### src/rtl/game_pkg.sv
// game_pkg: direction codes and move type shared by debouncer, move_queue and board engine
package game_pkg;

    typedef logic [1:0] dir_t;

    localparam dir_t       DIR_UP    = 2'd0;
    localparam dir_t       DIR_DOWN  = 2'd1;
    localparam dir_t       DIR_LEFT  = 2'd2;
    localparam dir_t       DIR_RIGHT = 2'd3;
    localparam logic [2:0] DIR_IDLE  = 3'd4;

    // codes 0..3 are moves, anything with bit 2 set is idle
    function automatic logic is_move(input logic [2:0] code);
        return !code[2];
    endfunction

endpackage

### src/rtl/move_queue.sv
// move_queue: show-ahead FIFO of debounced moves feeding the board engine (optional MOVE_QUEUE_STATS_EN adds drop counter)
module move_queue
    import game_pkg::*;
#(
    parameter  int DEPTH = 4,
    localparam int CW    = $clog2(DEPTH) + 1
) (
    input  logic          clk,
    input  logic          rst_n,
    input  logic [2:0]    in_dir,
    input  logic          clr,
    output logic          mv_valid,
    output dir_t          mv_dir,
    input  logic          mv_ready,
    output logic [CW-1:0] q_count,
    output logic          overflow,
    output logic [7:0]    drop_count
);

    localparam int AW = $clog2(DEPTH);

    dir_t          mem [DEPTH];
    logic [AW:0]   wr_ptr, rd_ptr;
    logic          empty, full, push, pop, acc, drop;

    assign empty    = wr_ptr == rd_ptr;
    assign full     = (wr_ptr[AW-1:0] == rd_ptr[AW-1:0]) && (wr_ptr[AW] != rd_ptr[AW]);
    assign push     = is_move(in_dir);
    assign pop      = mv_valid && mv_ready;
    assign acc      = push && (!full || pop);
    assign drop     = push && full && !pop;
    assign mv_valid = !empty;
    assign mv_dir   = mem[rd_ptr[AW-1:0]];

    // pointers, occupancy and sticky overflow; clr wins over push and pop
    always_ff @(posedge clk or negedge rst_n) begin
        if (!rst_n) begin
            wr_ptr   <= '0;
            rd_ptr   <= '0;
            q_count  <= '0;
            overflow <= 1'b0;
        end else if (clr) begin
            wr_ptr   <= '0;
            rd_ptr   <= '0;
            q_count  <= '0;
            overflow <= 1'b0;
        end else begin
            wr_ptr   <= wr_ptr + (AW+1)'(acc);
            rd_ptr   <= rd_ptr + (AW+1)'(pop);
            q_count  <= q_count + CW'(acc) - CW'(pop);
            overflow <= overflow || drop;
        end
    end

    // storage; a full-queue write lands in the slot the same-cycle pop vacates
    always_ff @(posedge clk or negedge rst_n) begin
        if (!rst_n) begin
            for (int i = 0; i < DEPTH; i++) mem[i] <= DIR_UP;
        end else if (acc && !clr) begin
            mem[wr_ptr[AW-1:0]] <= in_dir[1:0];
        end
    end

`ifdef MOVE_QUEUE_STATS_EN
    // saturating count of pushes lost to a full queue
    always_ff @(posedge clk or negedge rst_n) begin
        if (!rst_n)
            drop_count <= 8'd0;
        else if (clr)
            drop_count <= 8'd0;
        else if (drop && drop_count != 8'hFF)
            drop_count <= drop_count + 8'd1;
    end
`else
    assign drop_count = 8'd0;
`endif

endmodule
### config.mk
export PLATFORM = sky130hd
export DESIGN_NAME = move_queue
export DESIGN_NICKNAME = d
export VERILOG_FILES = /design/src/rtl/game_pkg.sv /design/src/rtl/move_queue.sv
export SDC_FILE = /design/constraint.sdc
export NUM_CORES = 1
export LEC_CHECK = 0
export BUFFER_PORTS_ARGS = -buffer_cell sky130_fd_sc_hd__buf_2
export CORE_MARGIN = 1
export CORE_UTILIZATION = 55
export CTS_BUF_LIST = sky130_fd_sc_hd__clkbuf_4
export CTS_CLUSTER_DIAMETER = 100
export DETAILED_ROUTE_END_ITERATION = 10
export PLACE_DENSITY_LB_ADDON = 0.1
export SLEW_MARGIN = 15
export SYNTH_ARGS = -nofsm -noshare
export SYNTH_HDL_FRONTEND = slang
export SYNTH_SLANG_ARGS = --single-unit
### constraint.sdc
create_clock -name clk -period 2.7 [get_ports clk]
set_input_delay 0.54 -clock clk [delete_from_list [all_inputs] [get_ports clk]]
set_output_delay 0.54 -clock clk [all_outputs]
set_load 0.01 [all_outputs]
==> results of run 1 <==
-- cells in the mapped netlist --
cell       number  share of area (%)
and2_2          1               0.78
nand4b_1        1               0.91
a41oi_4         1                2.8
and2_1          1               0.65
ha_1            4                5.2
conb_1          1               0.39
nor2_1          7                2.7
nor2b_1         4                2.6
mux2_2          9                 10
nand3_1         1               0.52
dfrtp_1        18                 47
buf_4           8                6.2
nand4_1         1               0.65
clkbuf_1        1               0.39
fa_1            1                2.1
xnor2_1         6                5.4
nand4bb_1       1                1.2
o21ba_2         1                1.0
xor2_1          2                1.8
nand3b_1        2                1.6
mux4_2          2                4.7
and3_1          1               0.65
inv_1           2               0.78
-- cell families after synthesis --
| logic type | count (synthesis) |
|---|---|
| xor+xnor | 8 |
| flops | 18 |
| compound gates | 2 |
| other cells | 1 |
| fa+ha+maj | 5 |
| buf+inv | 11 |
| mux | 11 |
| simple gates | 20 |
-- area by class of cell --
class / count / area share [%]
Multi-Input combinational cell: 54 / 45.48
Sequential cell: 18 / 43.43
Timing Repair Buffer: 13 / 6.273
Clock buffer: 3 / 2.171
Tap cell: 16 / 1.930
Inverter: 2 / 0.7238
-- cells in the final DEF (no fill, tap or decap), drive strengths merged, types with 3 or more instances in the layout --
| cell | instances |
|---|---|
| xnor2 | 6 |
| mux2 | 9 |
| ha | 4 |
| conb | 8 |
| nor2 | 7 |
| nor2b | 4 |
| buf | 13 |
| dfrtp | 18 |
| clkbuf | 3 |
-- routing by layer --
layer / wire (um) / global-route usage, %
met1: 772 / 28.02
met2: 802 / 33.73
met4: 9 / 7.273
met5: 0 / 0
met3: 58 / 6.667
-- state kept, by name (all words and copies together), names as in the netlist --
signal and count:
q_count 3, wr_ptr 3, rd_ptr 3, mem 8, overflow 1
-- where the power goes --
group / leakage, nW / internal (mW) / switching [mW]
sequential: 0.235 / 0.326 / 0.0443
clock: 0.0138 / 0.0518 / 0.0793
combinational: 0.262 / 0.127 / 0.111
total: 0.511 / 0.505 / 0.234
-- critical path, delay by kind of cell (launching register included) --
family        cells  cell delay, ns
fa+ha+maj         2            0.50
mux               1            0.22
buf+inv           1            0.04
flops             1            0.47
xor+xnor          2            0.59
simple gates      3            0.43
-- worst min path at each step --
| stage | cells after the start | endpoint | from |
|---|---|---|---|
| finish | 1 | rd_ptr[2]$_DFF_PN0_ | rst_n |
| CTS | 1 | rd_ptr[2]$_DFF_PN0_ | rst_n |
| detailed placement | 1 | rd_ptr[2]$_DFF_PN0_ | rst_n |
| floorplan | 0 | mem[0]$_DFFE_PN0P_ | rst_n |
| global route | 1 | overflow$_DFF_PN0_ | rst_n |
| global placement | 1 | overflow$_DFF_PN0_ | overflow$_DFF_PN0_ |
-- metrics by stage --
| step | hold slack [ns] | utilization (%) | setup slack (ns) | instance area, um^2 | std cells |
|---|---|---|---|---|---|
| floorplan | 0.2444 | - | 0.4703 | 993.5 | 83 |
| global placement | 0.4841 | 64.37 | 0.4601 | 1015 | 103 |
| detailed placement | 0.4899 | 64.37 | 0.3741 | 1015 | 103 |
| CTS | 0.1687 | 65.79 | 0.3412 | 1037 | 106 |
| global route | 0.1764 | 65.79 | 0.1295 | 1037 | 106 |
| finish | 0.1666 | 65.79 | 0.3375 | 1037 | 106 |
==> metrics.txt, run 1 <==
crit-path max cell delay 0.47 ns; Critical Path Sink q_count[2]$_DFF_PN0_; Total Routing Usage GR 21.33%; CP max FO 6; max-cap violation count 0; Mapped Cells 76; Adder-Cell Fraction of Synth Area a little over 7%; Area Growth Syn to Fin 7.244%; Power, Total around 0.74 mW; DR pass1 iterations 6; vias post-DR 569; CTS resizes 0; Setup Buffers After CTS 0; # diodes 0; CTS max path bufs 2; Final nets 104; Routed WL per cell 15.50 um; antenna violations before repair 0; DRT antenna net count 0; root buffer cell clkbuf_4; Clock Sinks 18; largest net degree at the start of global routing 19; synth warn 0; clock buffer count from CTS 3; total gr overflow 0; die width ~44 um; Multi-input gate area 471.7 um^2; multiplexer share of the synthesized area 15.14%; reg2reg path depth 9; worst r2r src wr_ptr[0]$_DFF_PN0_; GPL Wtd Cong 0.7450; Slowest-stage cell, CP dfrtp_1; crit-path cells xnor2_1 > nand3b_1 > and2_1 > mux2_2 > ha_1 > inv_1 > fa_1 > xnor2_1 > nor2_1; CP Launch Type flip-flop; Simple-Gate Fraction of Synth Area around 12%; TritonCTS clock tree built; first-pass GRT wire length about 2900 um; Worst-path clk slew approximately 0.1 ns; final setup fails 0; crit-path most repeated cell xnor2_1; IO Count 22; fmax 423.3 MHz; Worst VDD drop roughly 0.40 mV; CP startpoint wr_ptr[0]$_DFF_PN0_; Pwr Density a little over 700 nW/um^2; DRC viols 0; Die H 43.94 um; CP endpoint kind flip-flop; register area between 400 and 500 um^2; Avg Inst Size Synth 12.73 um^2; final period utilization roughly 88%; Initial Util 61.35%; Synth Area in XOR/XNOR under 10%; CP arrival 2.54 ns; TNS Setup 0 ns; Mapped Area slightly below 1000 um^2; # fillers 145; layout cells sized above 1 between 30% and 40%; fin crit period 2.363 ns; core footprint 1577 um^2; data required time at the worst endpoint about 2.9 ns; FP Rows 14; CTS H-Tree Depth 1; Clk Latency, worst-skew pair approximately 0.28 ns; P_leak roughly 0.5 nW; critical path class flip-flop to flip-flop; Synth Area in Compound Gates 3.881%; worst reg2reg path endpoint q_count[2]$_DFF_PN0_; setup slack, reg-to-reg 0.34 ns; # port buffers 13; die area 1930 um^2; HPWL after DPL between 1000 and 1500 um; Synth cell types 23; RSZ-0062 raised after global routing no; sequential share of the synthesized area a little under half; flops & latches, synth 18; number of global-route vias before repair 617; Final Slew Violations 0; Final Hold Vio Count 0; final WL between 1500 and 2000 um; worst min-delay path class input pin to asynchronous set/reset pin; status completed; Worst Skew approximately 0.00050 ns; hold_buf cts 0; initial DRC count 12; Vias per Instance roughly 5.4; largest family of logic cells by synthesized area multiplexers
No activity file was read; power rests on OpenSTA's default activity.
==> run 2: changes to the inputs <==
--- a/config.mk
+++ b/config.mk
@@ -11,8 +11,10 @@
 export CTS_BUF_LIST = sky130_fd_sc_hd__clkbuf_4
 export CTS_CLUSTER_DIAMETER = 100
 export DETAILED_ROUTE_END_ITERATION = 10
+export MAX_ROUTING_LAYER = met4
 export PLACE_DENSITY_LB_ADDON = 0.1
 export SLEW_MARGIN = 15
 export SYNTH_ARGS = -nofsm -noshare
 export SYNTH_HDL_FRONTEND = slang
 export SYNTH_SLANG_ARGS = --single-unit
+export TNS_END_PERCENT = 50
==> metrics.txt, run 2 (synthesis gave the netlist of run 1 again) <==
DR WL met3 58 um (unchanged); final period utilization 87.48% (about the same); final setup fails 0 (unchanged); critical path class flip-flop to flip-flop; Die H 43.94 um (unchanged); Total Routing Usage GR 22.10% (+0.77 points); met2 WL 802 um (unchanged); GPL Wtd Cong 0.7545 (+1.3%); status completed; TNS Setup 0 ns (unchanged); max-cap violation count 0 (unchanged); Metal-1 WL 772 um (unchanged); Finished Cell Area 1037 um^2 (unchanged); setup slack, reg-to-reg 0.34 ns (about the same); worst setup margin 0.3381 ns (+0.0005930 ns); Clk Latency, worst-skew pair 0.28 ns (about the same); root buffer cell clkbuf_4; DR top layer met4; DRT antenna net count 0 (unchanged); antenna violations before repair 0 (unchanged); Routed WL per cell 15.50 um (unchanged); Critical Path Sink q_count[2]$_DFF_PN0_; CP startpoint wr_ptr[0]$_DFF_PN0_; Setup WS pre-CTS 0.3741 ns (unchanged); DR pass1 iterations 6 (unchanged); Initial Util 61.35% (unchanged); initial DRC count 10 (-2); register with the most flip-flops mem; CP arrival 2.54 ns (about the same); P_leak 0.5107 nW (unchanged); CP endpoint kind flip-flop; placed cell area 1015 um^2 (unchanged); # port buffers 13 (unchanged); Setup Buffers After CTS 0 (unchanged); Cells after DPL 103 (unchanged); Final nets 104 (unchanged); total gr overflow 0 (unchanged); first-pass GRT wire length 2877 um (unchanged); die width 43.94 um (unchanged); final WL 1643 um (unchanged); Clock Sinks 18 (unchanged); Worst-path clk slew 0.10 ns (about the same); fin cells 106 (unchanged); Power, Total 0.7398 mW (about the same); Final Slew Violations 0 (unchanged); CTS resizes 0 (unchanged); reg2reg path depth 9 (unchanged); fmax 423.4 MHz (about the same); layout cells sized above 1 33.33% (unchanged); TritonCTS clock tree built; Worst VDD drop 0.3977 mV (about the same); Pwr Density 713.2 nW/um^2 (about the same); FP Rows 14 (unchanged); worst min-delay path class input pin to asynchronous set/reset pin; Vias per Instance 5.377 (+0.18%); RSZ-0062 raised after global routing no; CTS max path bufs 2 (unchanged); most frequent cells in the layout dfrtp_1, buf_2, mux2_2; Worst Skew 0.0005021 ns (+0.0000003330 ns); CP Launch Type flip-flop; max reg flops 8 (unchanged); number of global-route vias before repair 618 (+0.16%); fin crit period 2.362 ns (-0.0005930 ns); CP max FO 6 (unchanged); # diodes 0 (unchanged); Final Hold Vio Count 0 (unchanged); vias post-DR 570 (+0.18%); worst r2r src wr_ptr[0]$_DFF_PN0_; DRC viols 0 (unchanged); Area Growth Syn to Fin 7.244% (unchanged); clock buffer count from CTS 3 (unchanged); die area 1930 um^2 (unchanged); IO Count 22 (unchanged); worst reg2reg path endpoint q_count[2]$_DFF_PN0_; data required time at the worst endpoint 2.88 ns (about the same); hold_buf cts 0 (unchanged); most common library cell in the layout ignoring fill and taps dfrtp_1; CTS H-Tree Depth 1 (unchanged); HPWL after DPL 1244 um (unchanged); core footprint 1577 um^2 (unchanged); largest net degree at the start of global routing 19 (unchanged)
-- run 2: stage by stage --
step / utilization, % / hold WS (ns)
2_1_floorplan: - / 0.2444
3_3_place_gp: 64.37 / 0.4841
3_5_place_dp: 64.37 / 0.4899
4_1_cts: 65.79 / 0.1687
5_1_grt: 65.79 / 0.1764
6_report: 65.79 / 0.1663
-- run 2: worst min path at each step --
stage,startpoint,end,slack [ns]
final,rst_n,rd_ptr[2]$_DFF_PN0_,0.17
after global routing,rst_n,overflow$_DFF_PN0_,0.18
after CTS,rst_n,rd_ptr[2]$_DFF_PN0_,0.17
after detailed placement,rst_n,rd_ptr[2]$_DFF_PN0_,0.49
after global placement,overflow$_DFF_PN0_,overflow$_DFF_PN0_,0.48
after floorplan,rst_n,mem[0]$_DFFE_PN0P_,0.24
-- run 2: power breakdown --
| part | internal (mW) | switching, mW |
|---|---|---|
| Clock | 0.0518 | 0.0793 |
| Sequential | 0.326 | 0.0444 |
| Combinational | 0.127 | 0.111 |
| Total | 0.505 | 0.235 |
-- run 2: cell type report --
| class | count | area [um^2] |
|---|---|---|
| clock buffers | 3 | 22.52 |
| multi-input cells | 54 | 471.7 |
| well taps | 16 | 20.02 |
| flip-flops and latches | 18 | 450.4 |
| inverters | 2 | 7.507 |
| repair buffers | 13 | 65.06 |
| fillers | 145 | 539.3 |
-- run 2: per-layer routing --
metal  track usage (%)  vias to the layer above
met5                 -                        -
met4             7.273                        0
met3             6.667                        2
met2             33.73                       17
met1             28.30                      278
li1                  -                      273
-- run 2: worst max-delay path, cell delays in order (launching register included) --
cell and delay (ns):
dfrtp_1 0.47, xnor2_1 0.41, nand3b_1 0.17, and2_1 0.21
mux2_2 0.22, ha_1 0.13, inv_1 0.04, fa_1 0.37
xnor2_1 0.18, nor2_1 0.05
==> run 3: changes to the inputs <==
--- a/config.mk
+++ b/config.mk
@@ -7,7 +7,7 @@
 export LEC_CHECK = 0
 export BUFFER_PORTS_ARGS = -buffer_cell sky130_fd_sc_hd__buf_2
 export CORE_MARGIN = 1
-export CORE_UTILIZATION = 55
+export CORE_UTILIZATION = 49
 export CTS_BUF_LIST = sky130_fd_sc_hd__clkbuf_4
 export CTS_CLUSTER_DIAMETER = 100
 export DETAILED_ROUTE_END_ITERATION = 10
==> constraint.sdc (replaced) <==
create_clock -name clk -period 1.93 [get_ports clk]
set_input_delay 0.386 -clock clk [delete_from_list [all_inputs] [get_ports clk]]
set_output_delay 0.386 -clock clk [all_outputs]
set_load 0.01 [all_outputs]
==> metrics.txt, run 3 (synthesis gave the netlist of run 1 again) <==
Final Hold Vio Count 8 (+8); hold_buf cts 0 (unchanged); crit-path max cell delay 0.43 ns (-0.04 ns); Die H 46.43 um (+5.7%); HPWL after DPL 1181 um (-5.0%); CP max FO 2 (-4); Routed WL per cell 13.21 um (-15%); die area 2155 um^2 (+12%); Worst VDD drop 0.5516 mV (+39%); IO Count 22 (unchanged); vias post-DR 650 (+14%); max reg flops 8 (unchanged); layout cells sized above 1 53.21% (+20 points); violated checks negative hold slack, negative setup slack; number of global-route vias before repair 618 (unchanged); hold_ws -0.01655 ns (-0.1829 ns); max-cap violation count 0 (unchanged); total gr overflow 0 (unchanged); most frequent cells in the layout dfrtp_1, buf_4, buf_2; Buf/Inv on CP 1 (unchanged); DRC viols 0 (unchanged); Finished Cell Area 1259 um^2 (+21%); Gate power share 42.2% (+10 points); CP arrival 2.32 ns (-0.22 ns); CTS max path bufs 2 (unchanged); Final Slew Violations 0 (unchanged); Worst Skew 0.01042 ns (+0.009923 ns); GPL Wtd Cong 0.7521 (-0.32%); P_leak 0.6187 nW (+21%); Initial Util 54.25% (-7.1 points); fmax 483.4 MHz (+14%); Slowest-stage cell, CP fa_2; largest net degree at the start of global routing 19 (unchanged); CTS H-Tree Depth 1 (unchanged); clock buffer count from CTS 3 (unchanged); RSZ-0062 raised after global routing yes; die width 46.43 um (+5.7%); clock power share 16.3% (-1.4 points); kind of cell adding the most delay to the critical path adder cells; data required time at the worst endpoint 2.18 ns (-0.70 ns); final WL 1770 um (+7.7%); first-pass GRT wire length 2697 um (-6.3%); core footprint 1783 um^2 (+13%); DRT antenna net count 0 (unchanged); Clock Sinks 18 (unchanged); FP Rows 15 (+1); Clk Latency, worst-skew pair 0.31 ns (+0.03 ns); final period utilization 107.2% (+20 points); TritonCTS clock tree built; P_int 0.8506 mW (+68%); root buffer cell clkbuf_4; Total Routing Usage GR 19.95% (-2.2 points); crit-path cells xor2_2 > nand3b_1 > and2_4 > mux2_4 > ha_4 > inv_2 > fa_2 > nor2_1; Power, Total 1.233 mW (+67%); DR pass1 iterations 4 (-2); worst min-delay path class input pin to asynchronous set/reset pin; Vias per Instance 4.851 (-9.8%); register with the most flip-flops mem; final setup fails 3 (+3); Worst-path clk slew 0.11 ns (about the same); most common library cell in the layout ignoring fill and taps dfrtp_1; # diodes 0 (unchanged); CP endpoint kind flip-flop; fin crit period 2.069 ns (-0.2934 ns); P_sw 0.3825 mW (+63%); Area Growth Syn to Fin 30.14%; TNS Setup -0.2409 ns (-0.2409 ns); initial DRC count 7 (-3); placed cell area 1142 um^2 (+13%); CP Launch Type flip-flop; Net Sw Frac 31.02% (-0.69 points); critical path class flip-flop to flip-flop; antenna violations before repair 0 (unchanged); Pwr Density 979.6 nW/um^2 (+37%); Final nets 122 (+17%); sequential share of power 41.5% (-8.6 points); # port buffers 13 (unchanged); status finished with violations; worst setup margin -0.1385 ns (-0.4766 ns)
[run 3: cell count changes in the layout (fill, tap and decap cells not counted), moves of 3 or more]
| cell | change |
|---|---|
| xnor2_2 | +3 |
| buf_4 | +16 |
| xnor2_1 | -3 |
| buf_6 | +3 |
[run 3: cell type report]
type,instances,area [um^2]
inverter,2,7.507
clock buffer,3,22.52
multi-input combinational,54,528.0
sequential,18,451.7
timing repair buffer,31,214.0
fill,139,524.3
tap,25,31.28
clock inverter,1,3.754
[run 3: final timing paths]
path	slack, ns	start	end	cells past startpoint
max in group asynchronous	1.63	rst_n	rd_ptr[0]$_DFF_PN0_	1
hold / removal	-0.02	rst_n	q_count[2]$_DFF_PN0_	1
min in group clk	0.35	in_dir[0]	mem[4]$_DFFE_PN0P_	2
setup / recovery	-0.14	rd_ptr[2]$_DFF_PN0_	q_count[1]$_DFF_PN0_	8
setup reg to reg	-0.14	rd_ptr[2]$_DFF_PN0_	q_count[1]$_DFF_PN0_	8
hold reg to reg	0.51	mem[0]$_DFFE_PN0P_	mem[0]$_DFFE_PN0P_	1
[run 3: power groups by stage]
| stage | Clock (mW) | Sequential [mW] | Combinational, mW |
|---|---|---|---|
| 6_report | 0.201 | 0.511 | 0.521 |
| 3_3_place_gp | 0 | 0.515 | 0.404 |
| 3_5_place_dp | 0 | 0.516 | 0.412 |
| 2_1_floorplan | 0 | 0.524 | 0.256 |
| 5_1_grt | 0.226 | 0.523 | 0.574 |
| 4_1_cts | 0.207 | 0.509 | 0.431 |
[run 3: metrics by stage]
step	utilization [%]	setup WS (ns)	instances
final	70.60	-0.1385	134
after global routing	70.60	-0.2105	134
after CTS	66.53	-0.08298	130
after detailed placement	64.07	-0.06852	124
after global placement	64.07	-0.01036	124
after floorplan	-	-0.1644	83
[run 3: repair_timing]
item | in CTS | in global routing
pin swaps | 1 | 7
resized for setup | 1 | 9
endpoints found under the setup margin | 2 | 3
setup buffers | 2 | 4
[run 3: layer usage]
metal  global-route usage [%]  up-vias  part of all wire [%]
li1                         -      311                     -
met1                    25.13      314                    46
met2                    28.61       21                    48
met3                    7.059        4                   4.6
met4                    8.824        0                   1.9
met5                        -        -                     0
